[src/rtl/gpio_pkg.sv]
// gpio_pkg: shared definitions for the GPIO debounce / glitch filter bank.
//   cnt_width()         : width of a channel's stability counter (clog2, min 1 bit)
//   GPIO_SYNC_STAGES    : default synchroniser depth
//   GPIO_STABLE_CNT     : default number of differing samples before a flip
//   gpio_cnt_t          : counter type wide enough for the largest legal depth
package gpio_pkg;

  localparam int GPIO_SYNC_STAGES = 2;
  localparam int GPIO_STABLE_CNT  = 2;
  // STABLE_CNT may be as large as 256, so the counter never needs more than 8 bits.
  localparam int GPIO_CNT_MAX_W   = 8;

  typedef logic [GPIO_CNT_MAX_W-1:0] gpio_cnt_t;

  // Counter only has to reach STABLE_CNT-1; a depth of 1 or 2 still gets one bit.
  function automatic int cnt_width(input int stable_cnt);
    return (stable_cnt <= 2) ? 1 : $clog2(stable_cnt);
  endfunction

endpackage

[src/rtl/gpio_filter_chan.sv]
// gpio_filter_chan: one debounce channel.
//   clk, reset_n : system clock, asynchronous active-low reset
//   din          : raw pad input (asynchronous to clk)
//   ena          : sample strobe, counter/filter advance only when high
//   hold         : freeze dout while high
//   dout         : filtered (and optionally frozen) level
//   rise, fall   : one-clk strobes following a filtered 0->1 / 1->0 transition
//   edge_next    : combinational "filter flips on this edge", lets the parent
//                  register an aggregate strobe aligned with rise/fall
module gpio_filter_chan
  import gpio_pkg::*;
#(
  parameter int   STABLE_CNT  = GPIO_STABLE_CNT,
  parameter int   SYNC_STAGES = GPIO_SYNC_STAGES,
  parameter logic RESET_VAL   = 1'b1
) (
  input  logic clk,
  input  logic reset_n,
  input  logic din,
  input  logic ena,
  input  logic hold,
  output logic dout,
  output logic rise,
  output logic fall,
  output logic edge_next
);

  localparam int        CNT_W    = cnt_width(STABLE_CNT);
  localparam gpio_cnt_t CNT_LAST = gpio_cnt_t'(STABLE_CNT - 1);

  logic [SYNC_STAGES-1:0] r_sync;
  logic [CNT_W-1:0]       r_cnt;
  logic [CNT_W-1:0]       w_cnt_next;
  logic                   r_filt;
  logic                   w_filt_next;
  logic                   r_held;
  logic                   r_rise;
  logic                   r_fall;
  logic                   w_s;

  assign w_s = r_sync[SYNC_STAGES-1];

  // A run of differing samples survives non-ena cycles; only an ena sample
  // that agrees with the current filtered level restarts it.
  always_comb begin
    w_cnt_next  = r_cnt;
    w_filt_next = r_filt;
    if (ena) begin
      if (w_s == r_filt) begin
        w_cnt_next = '0;
      end else if (gpio_cnt_t'(r_cnt) == CNT_LAST) begin
        w_filt_next = w_s;
        w_cnt_next  = '0;
      end else begin
        w_cnt_next = r_cnt + CNT_W'(1);
      end
    end
  end

  always_ff @(posedge clk or negedge reset_n) begin
    if (!reset_n) begin
      r_sync <= {SYNC_STAGES{RESET_VAL}};
      r_cnt  <= '0;
      r_filt <= RESET_VAL;
      r_held <= RESET_VAL;
      r_rise <= 1'b0;
      r_fall <= 1'b0;
    end else begin
      r_sync <= {r_sync[SYNC_STAGES-2:0], din};
      r_cnt  <= w_cnt_next;
      r_filt <= w_filt_next;
      r_rise <= w_filt_next & ~r_filt;
      r_fall <= ~w_filt_next & r_filt;
      // Capturing the filter's next value keeps dout aligned with the edge
      // strobes, so a step lands SYNC_STAGES+STABLE_CNT clks after din moves.
      if (!hold) begin
        r_held <= w_filt_next;
      end
    end
  end

  assign dout      = r_held;
  assign rise      = r_rise;
  assign fall      = r_fall;
  assign edge_next = w_filt_next ^ r_filt;

endmodule

[src/rtl/gpio_filter_bank.sv]
// gpio_filter_bank: WIDTH independent debounce channels with edge strobes.
//   clk, reset_n : system clock, asynchronous active-low reset
//   din          : raw pad inputs [WIDTH]
//   ena          : shared sample strobe from the prescaler
//   hold         : freeze dout (filters keep running)
//   dout         : filtered levels [WIDTH]
//   rise, fall   : per-channel one-clk edge strobes [WIDTH]
//   any_change   : OR of all rise/fall strobes, same cycle as them
module gpio_filter_bank
  import gpio_pkg::*;
#(
  parameter int               WIDTH       = 8,
  parameter int               STABLE_CNT  = GPIO_STABLE_CNT,
  parameter int               SYNC_STAGES = GPIO_SYNC_STAGES,
  parameter logic [WIDTH-1:0] RESET_VAL   = {WIDTH{1'b1}}
) (
  input  logic             clk,
  input  logic             reset_n,
  input  logic [WIDTH-1:0] din,
  input  logic             ena,
  input  logic             hold,
  output logic [WIDTH-1:0] dout,
  output logic [WIDTH-1:0] rise,
  output logic [WIDTH-1:0] fall,
  output logic             any_change
);

  logic [WIDTH-1:0] w_edge_next;
  logic             r_any;

  generate
    for (genvar gi = 0; gi < WIDTH; gi++) begin : g_chan
      gpio_filter_chan #(
        .STABLE_CNT  (STABLE_CNT),
        .SYNC_STAGES (SYNC_STAGES),
        .RESET_VAL   (RESET_VAL[gi])
      ) u_chan (
        .clk       (clk),
        .reset_n   (reset_n),
        .din       (din[gi]),
        .ena       (ena),
        .hold      (hold),
        .dout      (dout[gi]),
        .rise      (rise[gi]),
        .fall      (fall[gi]),
        .edge_next (w_edge_next[gi])
      );
    end
  endgenerate

  // Registered from the channels' next-edge indications so it rises in the
  // same cycle as the rise/fall strobes rather than one later.
  always_ff @(posedge clk or negedge reset_n) begin
    if (!reset_n) begin
      r_any <= 1'b0;
    end else begin
      r_any <= |w_edge_next;
    end
  end

  assign any_change = r_any;

endmodule
[config.mk]
export PLATFORM = sky130hd
export DESIGN_NAME = gpio_filter_bank
export DESIGN_NICKNAME = d
export VERILOG_FILES = /design/src/rtl/gpio_pkg.sv /design/src/rtl/gpio_filter_chan.sv /design/src/rtl/gpio_filter_bank.sv
export SDC_FILE = /design/constraint.sdc
export NUM_CORES = 1
export LEC_CHECK = 0
export BUFFER_PORTS_ARGS = -buffer_cell sky130_fd_sc_hd__buf_2
export CAP_MARGIN = 30
export CORE_MARGIN = 2
export CORE_UTILIZATION = 40
export DETAILED_ROUTE_END_ITERATION = 16
export PLACE_DENSITY_LB_ADDON = 0.08
export SYNTH_ARGS = -nofsm -noshare
export SYNTH_HDL_FRONTEND = slang
export SYNTH_SLANG_ARGS = --single-unit
[constraint.sdc]
create_clock -name clk -period 2.3 [get_ports clk]
set_input_delay 0.115 -clock clk [delete_from_list [all_inputs] [get_ports clk]]
set_output_delay 0.115 -clock clk [all_outputs]
set_load 0.01 [all_outputs]
==> run summary, run 1 <==
### GRT
- largest net degree at the start of global routing: 33
- number of global-route vias before repair: 1498
- global routing usage summed across all routing layers: 13.0%
- number of antenna violations at the first check in global routing: 0
- total gr overflow: 0
- wire length of the first global-routing pass: 7.00 mm

### Power and ir drop
- net switching fraction of the power: 30.2%
- Net Switching: 1.16 mW
- Clk pwr share: 27.3%
- Logic pwr share: 28.0%
- VDD IR-drop max: 680 uV
- cell internal pwr: 2.68 mW
- Power, Total: 3.84 mW
- power per cell area: 1300 nW/um2
- Seq pwr share: 44.7%
- static power due to leakage: 1.43 nW

### Yosys
- cell type contributing the most total cell area after synthesis: dfstp_2
- average footprint of a synthesized cell: 13.3 um2
- cell area after synthesis: 2570 um2
- sequential element share of the synthesized area: 57.1%
- main combinational cell family by area after synthesis: simple AND/OR/NAND/NOR gates
- xor/xnor share of the synthesized area: 2.73%
- synthesized net count: 221
- fraction of synthesized area in multiplexers: 6.62%
- instance count of the mapped netlist: 193
- share of the synthesized area in compound gates (AO/OA/AOI/OAI): 4.67%
- simple-gate area share of the yosys netlist: 11.4%
- warnings from Yosys: 0
- count of state elements after synthesis: 57
- Netlist cell types: 22
- adder-cell area share of the yosys netlist: 7.79%
- area share of the largest cell type after synthesis: 32.7%
- cell types occupying the most area after synthesis: dfstp_2 33%, dfrtp_1 24%, ha_1 7.8%

### STA
- Final Slew Violations: 0
- highest achievable clock rate: 0.672 GHz
- Final Cycle Share: 64.7%
- total setup violations reported at the end of the flow: 0
- shortest clock period the worst path allows after layout: 1.49 ns
- final hold viol count: 0
- maximum clock skew at final layout: 0.00883 ns
- measured slew at the worst slew-check pin: 0.701 ns
- Max transition margin: 53.3%
- RSZ-0062 raised after global routing: no
- setup total negative slack: 0 ns

### Finish
- multi-input combinational cell area: 855 um2
- final-layout fill cell count: 574
- layout cells sized above 1: 43.6%
- most common cell after layout, fill and taps aside: buf_2
- number of nets in the final layout: 250
- Area growth, synth to finish: 15.2%
- most frequent cells in the layout: 36 x buf_2, 32 x dfstp_2, 25 x dfrtp_1
- area used by sequential logic in the layout: 1470 um2
- antenna cells: 0

### Routing
- DRT Pass-1 Iters: 4
- Detailed Route Iter0 Violations: 49
- post-detailed-route via-to-cell ratio: 4.65
- antenna-violating nets left: 0
- drc violations: 0
- wire length per cell after detailed routing: 13.5 um
- overall routed net length: 4.11 mm
- total via count in the routed design: 1414

### Critical path
- largest stage delay on the critical path: 0.59 ns
- Arr. time, crit path: 1.71 ns
- Buf/Inv on CP: 0
- crit end category: flip-flop
- worst-path fanout max: 6
- critical path start-end classification: flip-flop to flip-flop
- cell type of the slowest stage on the worst timing path: dfstp_2
- crit-path leading delay family: flip-flops
- ordered cell list for the critical path: mux2i_1, ha_1, nand4_1, or2_2
- category of the worst setup path launch point: flip-flop
- critical path required time: 2.52 ns

### Placement
- count of port buffers added during placement: 36
- weighted congestion at the end of routability-driven global placement: 0.685
- HPWL reported at the end of detailed placement: 2.69 mm

### Clock tree
- CTS clock-pin slew for the worst setup and hold paths: 0.07 ns
- total number of H-tree levels: 3
- TritonCTS clock tree: yes
- total CTS buffers: 9
- maximum buffer depth of the clock tree: 2
- count of cells resized by post-cts repair: 0
- source-to-sink clock delay at the later pin of the worst-skew pair: 0.34 ns
- sink count of the clock tree: 57
- root cell of the clock tree: clkbuf_8

### Die
- Die H: 84.2 um
- Placement Rows: 29
- die area: 7080 um2
- I/O pin total: 37
- core area: 6280 um2
- Chip Width: 84.2 um
- effective utilization at floorplan: 40.9%

### Outcome
- run status: complete, no violations

### Flow run
- Maximum Capacitance Violations: 0

### Min path
- class of the worst hold path: input pin to flip-flop

-- final timing paths --
kind / from / endpoint / slack, ns / depth (start not counted)
min reg2reg: g_chan[1].u_chan.r_sync[0] / g_chan[1].u_chan.r_sync[1] / 0.36 / 0
min in group asynchronous: reset_n / g_chan[6].u_chan.fall / 0.36 / 2
max: g_chan[6].u_chan.r_filt / any_change / 0.81 / 4
max in group asynchronous: reset_n / g_chan[5].u_chan.dout / 1.20 / 3
max reg2reg: g_chan[6].u_chan.r_filt / any_change / 0.81 / 4
min: ena / g_chan[4].u_chan.r_cnt / 0.28 / 3
-- final cells by class --
| class | count | area share (%) |
|---|---|---|
| Tap cell | 77 | 3.25 |
| Inverter | 8 | 1.01 |
| Clock inverter | 5 | 2.62 |
| Clock buffer | 11 | 5.11 |
| Multi-Input combinational cell | 99 | 28.9 |
| Sequential cell | 57 | 49.5 |
| Timing Repair Buffer | 47 | 9.63 |
-- metal layers --
metal	routed length (um)	GRT usage, %	vias up
met5	0	0	-
met4	87	6.16	0
met3	235	6.19	10
met2	1980	20.5	29
met1	1810	14.9	690
li1	-	-	685
-- cell usage after synthesis --
master / count
dfrtp_1: 25
or2_2: 1
clkbuf_1: 1
nand2_1: 8
mux2_2: 8
mux2i_1: 8
a221o_1: 8
inv_1: 8
ha_1: 16
o21ai_1: 6
buf_4: 25
buf_6: 2
nor2b_1: 4
and4b_1: 8
nand2b_1: 12
and2b_2: 4
dfstp_2: 32
xnor2_1: 8
o21ai_0: 2
nand4_1: 2
clkbuf_2: 1
or2b_1: 4
-- power by group through the flow --
stage	clock network (mW)	registers, mW	logic, mW
3_3_place_gp	0	1.71	1.06
5_1_grt	1.15	1.77	1.21
4_1_cts	1.09	1.72	1.10
2_1_floorplan	0	1.66	0.959
6_report	1.05	1.71	1.07
3_5_place_dp	0	1.73	1.07
-- state kept, by name, summed over array words and instances (netlist names) --
name                  count
any_change                1
g_chan.u_chan.r_cnt       8
g_chan.u_chan.dout        8
g_chan.u_chan.r_sync     16
g_chan.u_chan.fall        8
g_chan.u_chan.rise        8
g_chan.u_chan.r_filt      8
-- repair_timing --
action,CTS,global route
hold buffers,9,0
endpoints found under the setup margin,0,0
setup buffers,0,0
hold endpoints to repair,22,0
-- worst reg2reg max path: stages, from the launching register on --
cell and delay (ns):
dfstp_2 0.59, mux2i_1 0.09, ha_1 0.30, nand4_1 0.09, or2_2 0.30
-- cell families (layout without fill, tap and decap cells) --
group,count (synthesis),after routing
buffers and inverters,37,71
XOR/XNOR,8,8
adder cells (fa/ha/maj),16,16
flip-flops,57,57
AO/OA/AOI/OAI,16,16
AND/OR/NAND/NOR,43,43
multiplexers,16,16
-- metrics by stage --
step | area, um2 | hold WS, ns | cells | utilization, % | setup WS, ns
detailed placement | 2640 | 0.203 | 279 | 42.1 | 0.626
floorplan | 2570 | -0.181 | 193 | - | 0.928
finish | 2960 | 0.282 | 304 | 47.2 | 0.812
CTS | 2960 | 0.265 | 304 | 47.2 | 0.815
global placement | 2640 | 0.202 | 279 | 42.1 | 0.662
global route | 2960 | 0.291 | 304 | 47.2 | 0.734
No activity file was read; power rests on OpenSTA's default activity.
==> run 2: changes to the inputs <==
--- a/config.mk
+++ b/config.mk
@@ -5,6 +5,7 @@
 export SDC_FILE = /design/constraint.sdc
 export NUM_CORES = 1
 export LEC_CHECK = 0
+export ABC_AREA = 1
 export BUFFER_PORTS_ARGS = -buffer_cell sky130_fd_sc_hd__buf_2
 export CAP_MARGIN = 30
 export CORE_MARGIN = 2
==> constraint.sdc (replaced) <==
create_clock -name clk -period 1.4 [get_ports clk]
set_input_delay 0.07 -clock clk [delete_from_list [all_inputs] [get_ports clk]]
set_output_delay 0.07 -clock clk [all_outputs]
set_load 0.01 [all_outputs]
==> run 2 against run 1 <==
- final area rose by 5.4%
- worst hold slack got worse by 0.25 ns
- count of clock-buffer cells in the layout unchanged
- sequential share of layout area is 2.5 points lower
- sequential power grew 54%
- highest routed layer unchanged
==> run summary, run 2 <==
### Critical path
- source of the critical timing path: g_chan[7].u_chan.r_filt, was g_chan[6].u_chan.r_filt
- worst reg-to-reg path cell count: 7, was 4
- crit end category: flip-flop, unchanged
- worst-path fanout max: 3, was 6
- critical path required time: 1.61 ns, was 2.52 ns
- Reg2Reg Launch Point: g_chan[7].u_chan.r_filt, was g_chan[6].u_chan.r_filt
- Arr. time, crit path: 1.55 ns, was 1.71 ns
- category of the worst setup path launch point: flip-flop, unchanged
- critical path start-end classification: flip-flop to flip-flop, unchanged

### Finish
- number of nets in the final layout: 318, was 250
- most frequent cells in the layout: 64 x nand2_1, 36 x buf_2, 32 x dfstp_2, was 36 x buf_2, 32 x dfstp_2, 25 x dfrtp_1
- max reg flops: 16, unchanged
- most common cell after layout, fill and taps aside: nand2_1, was buf_2
- cell area after layout: 3120 um2, was 2960 um2
- antenna cells: 0, unchanged
- Area growth, synth to finish: 25.5%, was 15.2%
- Post-Route Utilization: 52.4%, was 47.2%
- layout cells sized above 1: 48.5%, was 43.6%
- register with the highest flop count: g_chan.u_chan.r_sync, unchanged

### Yosys
- cell area after synthesis: 2490 um2, was 2570 um2
- warnings from Yosys: 0, unchanged
- most common library cells after synthesis: 77 x nand2_1, 34 x inv_1, 32 x dfstp_2, 25 x dfrtp_1, was 32 x dfstp_2, 25 x buf_4, 25 x dfrtp_1, 16 x ha_1, 12 x nand2b_1
- synthesized net count: 273, was 221
- area share of the largest cell type after synthesis: 33.8%, was 32.7%
- average footprint of a synthesized cell: 10.1 um2, was 13.3 um2
- number of enable flip-flop cells after synthesis: 0, unchanged
- sequential element share of the synthesized area: 59.0%, was 57.1%
- cell types occupying the most area after synthesis: dfstp_2 34%, dfrtp_1 25%, nand2_1 12%, was dfstp_2 33%, dfrtp_1 24%, ha_1 7.8%
- Primary FF master, synth: dfstp_2, unchanged
- instance count of the mapped netlist: 245, was 193
- cell type contributing the most total cell area after synthesis: dfstp_2, unchanged
- most frequently used cell type in the post-synthesis netlist: nand2_1, was dfstp_2
- proportion of register bits with asynchronous set or reset after synthesis: 100%, unchanged
- Netlist cell types: 15, was 22
- count of state elements after synthesis: 57, unchanged

### Clock tree
- TritonCTS clock tree: yes, unchanged
- maximum buffer depth of the clock tree: 2, unchanged
- total number of H-tree levels: 3, unchanged
- total CTS buffers: 9, unchanged
- CTS clock-pin slew for the worst setup and hold paths: 0.07 ns, about the same
- sink count of the clock tree: 57, unchanged
- root cell of the clock tree: clkbuf_8, unchanged
- source-to-sink clock delay at the later pin of the worst-skew pair: 0.33 ns, was 0.34 ns

### STA
- Max transition margin: 68.1%, was 53.3%
- Post-Route Hold Slack: 0.0336 ns, was 0.282 ns
- RSZ-0062 raised after global routing: yes, was no
- final hold viol count: 0, unchanged
- worst setup slack after layout: 0.0664 ns, was 0.812 ns
- maximum clock skew at final layout: 0.00690 ns, was 0.00883 ns
- measured slew at the worst slew-check pin: 0.479 ns, was 0.701 ns
- Final Slew Violations: 0, unchanged
- shortest clock period the worst path allows after layout: 1.33 ns, was 1.49 ns
- Final Cycle Share: 95.3%, was 64.7%
- total setup violations reported at the end of the flow: 0, unchanged
- highest achievable clock rate: 0.750 GHz, was 0.672 GHz

### Outcome
- run status: complete, no violations, unchanged

### GRT
- largest net degree at the start of global routing: 44, was 33
- wire length of the first global-routing pass: 7.24 mm, was 7.00 mm
- number of antenna violations at the first check in global routing: 0, unchanged
- global routing usage summed across all routing layers: 13.7%, was 13.0%
- number of global-route vias before repair: 1597, was 1498
- total gr overflow: 0, unchanged

### Die
- I/O pin total: 37, unchanged
- Placement Rows: 28, was 29
- Die H: 82.8 um, was 84.2 um
- core area: 5960 um2, was 6280 um2
- Chip Width: 82.8 um, was 84.2 um
- die area: 6860 um2, was 7080 um2
- effective utilization at floorplan: 41.7%, was 40.9%

### Placement
- post-placement cell area: 2570 um2, was 2640 um2
- weighted congestion at the end of routability-driven global placement: 0.720, was 0.685
- Place WS: -0.0154 ns, was 0.626 ns
- HPWL reported at the end of detailed placement: 2.80 mm, was 2.69 mm
- count of port buffers added during placement: 36, unchanged

### Routing
- drc violations: 0, unchanged
- wire length per cell after detailed routing: 11.8 um, was 13.5 um
- DRT Pass-1 Iters: 4, unchanged
- total via count in the routed design: 1569, was 1414
- overall routed net length: 4.37 mm, was 4.11 mm
- Detailed Route Iter0 Violations: 103, was 49
- antenna-violating nets left: 0, unchanged
- post-detailed-route via-to-cell ratio: 4.24, was 4.65

### Power and ir drop
- VDD IR-drop max: 1130 uV, was 680 uV
- power per cell area: 2110 nW/um2, was 1300 nW/um2
- static power due to leakage: 1.63 nW, was 1.43 nW

### Flow run
- Maximum Capacitance Violations: 0, unchanged

### Min path
- hold_sp: hold, was ena
- class of the worst hold path: input pin to flip-flop, unchanged
- hold path cells: 3, unchanged

-- run 2: worst max-delay path: stages, from the launching register on --
cell and delay, ns:
dfstp_2 0.54, inv_1 0.07, nand2_2 0.07, nand2_2 0.05, ha_1 0.28, nand2_2 0.05, inv_1 0.06, nand4_1 0.09
-- run 2: stage by stage --
step	power [mW]	cells	setup TNS, ns
after global routing	7.15	370	-0.0440
after detailed placement	4.34	332	-0.0154
after floorplan	4.07	245	0
final	6.60	370	0
after CTS	6.24	362	0
after global placement	4.33	332	0
-- run 2: final cells by class --
type	count	area, um2
Multi-Input combinational cell	125	790
Timing Repair Buffer	62	410
Clock buffer	11	151
Clock inverter	5	77.6
Inverter	35	131
Fill cell	558	2840
Tap cell	75	93.8
Sequential cell	57	1470
-- run 2: what timing repair did --
action / in CTS / in global routing
setup endpoints to repair: 1 / 1
hold endpoints to repair: 39 / 0
gates resized for setup: 3 / 33
pin swaps: 5 / 18
setup buffers: 5 / 8
hold buffers: 9 / 0
-- run 2: cells by family (layout without fill, tap and decap cells) --
family                   Yosys count  in the layout  synth area share (%)
flip-flops                        57             57                  59.0
adder cells (fa/ha/maj)           16             16                  8.05
AND/OR/NAND/NOR                  109            109                  18.4
buffers and inverters             63            113                  14.6
-- run 2: path summary, 6_finish.rpt --
path / end / slack, ns
worst max-delay path: any_change / 0.07
worst min-delay path: g_chan[1].u_chan.dout / 0.03
worst max register to register: any_change / 0.07
worst min register to register: g_chan[5].u_chan.r_sync[1] / 0.35
max in group asynchronous: g_chan[0].u_chan.dout / 0.61
min in group asynchronous: g_chan[2].u_chan.fall / 0.18
-- run 2: where the power goes --
part	internal (mW)	switching [mW]	total [mW]
combinational	1.03	1.22	2.25
sequential	2.33	0.293	2.63
clock	1.09	0.629	1.72
total	4.46	2.14	6.60
-- run 2: routing by layer --
layer	global-route usage [%]	part of all wire [%]
met5	0	0
met1	16.1	45
met3	6.46	4.9
met2	22.1	49
met4	4.92	1.1
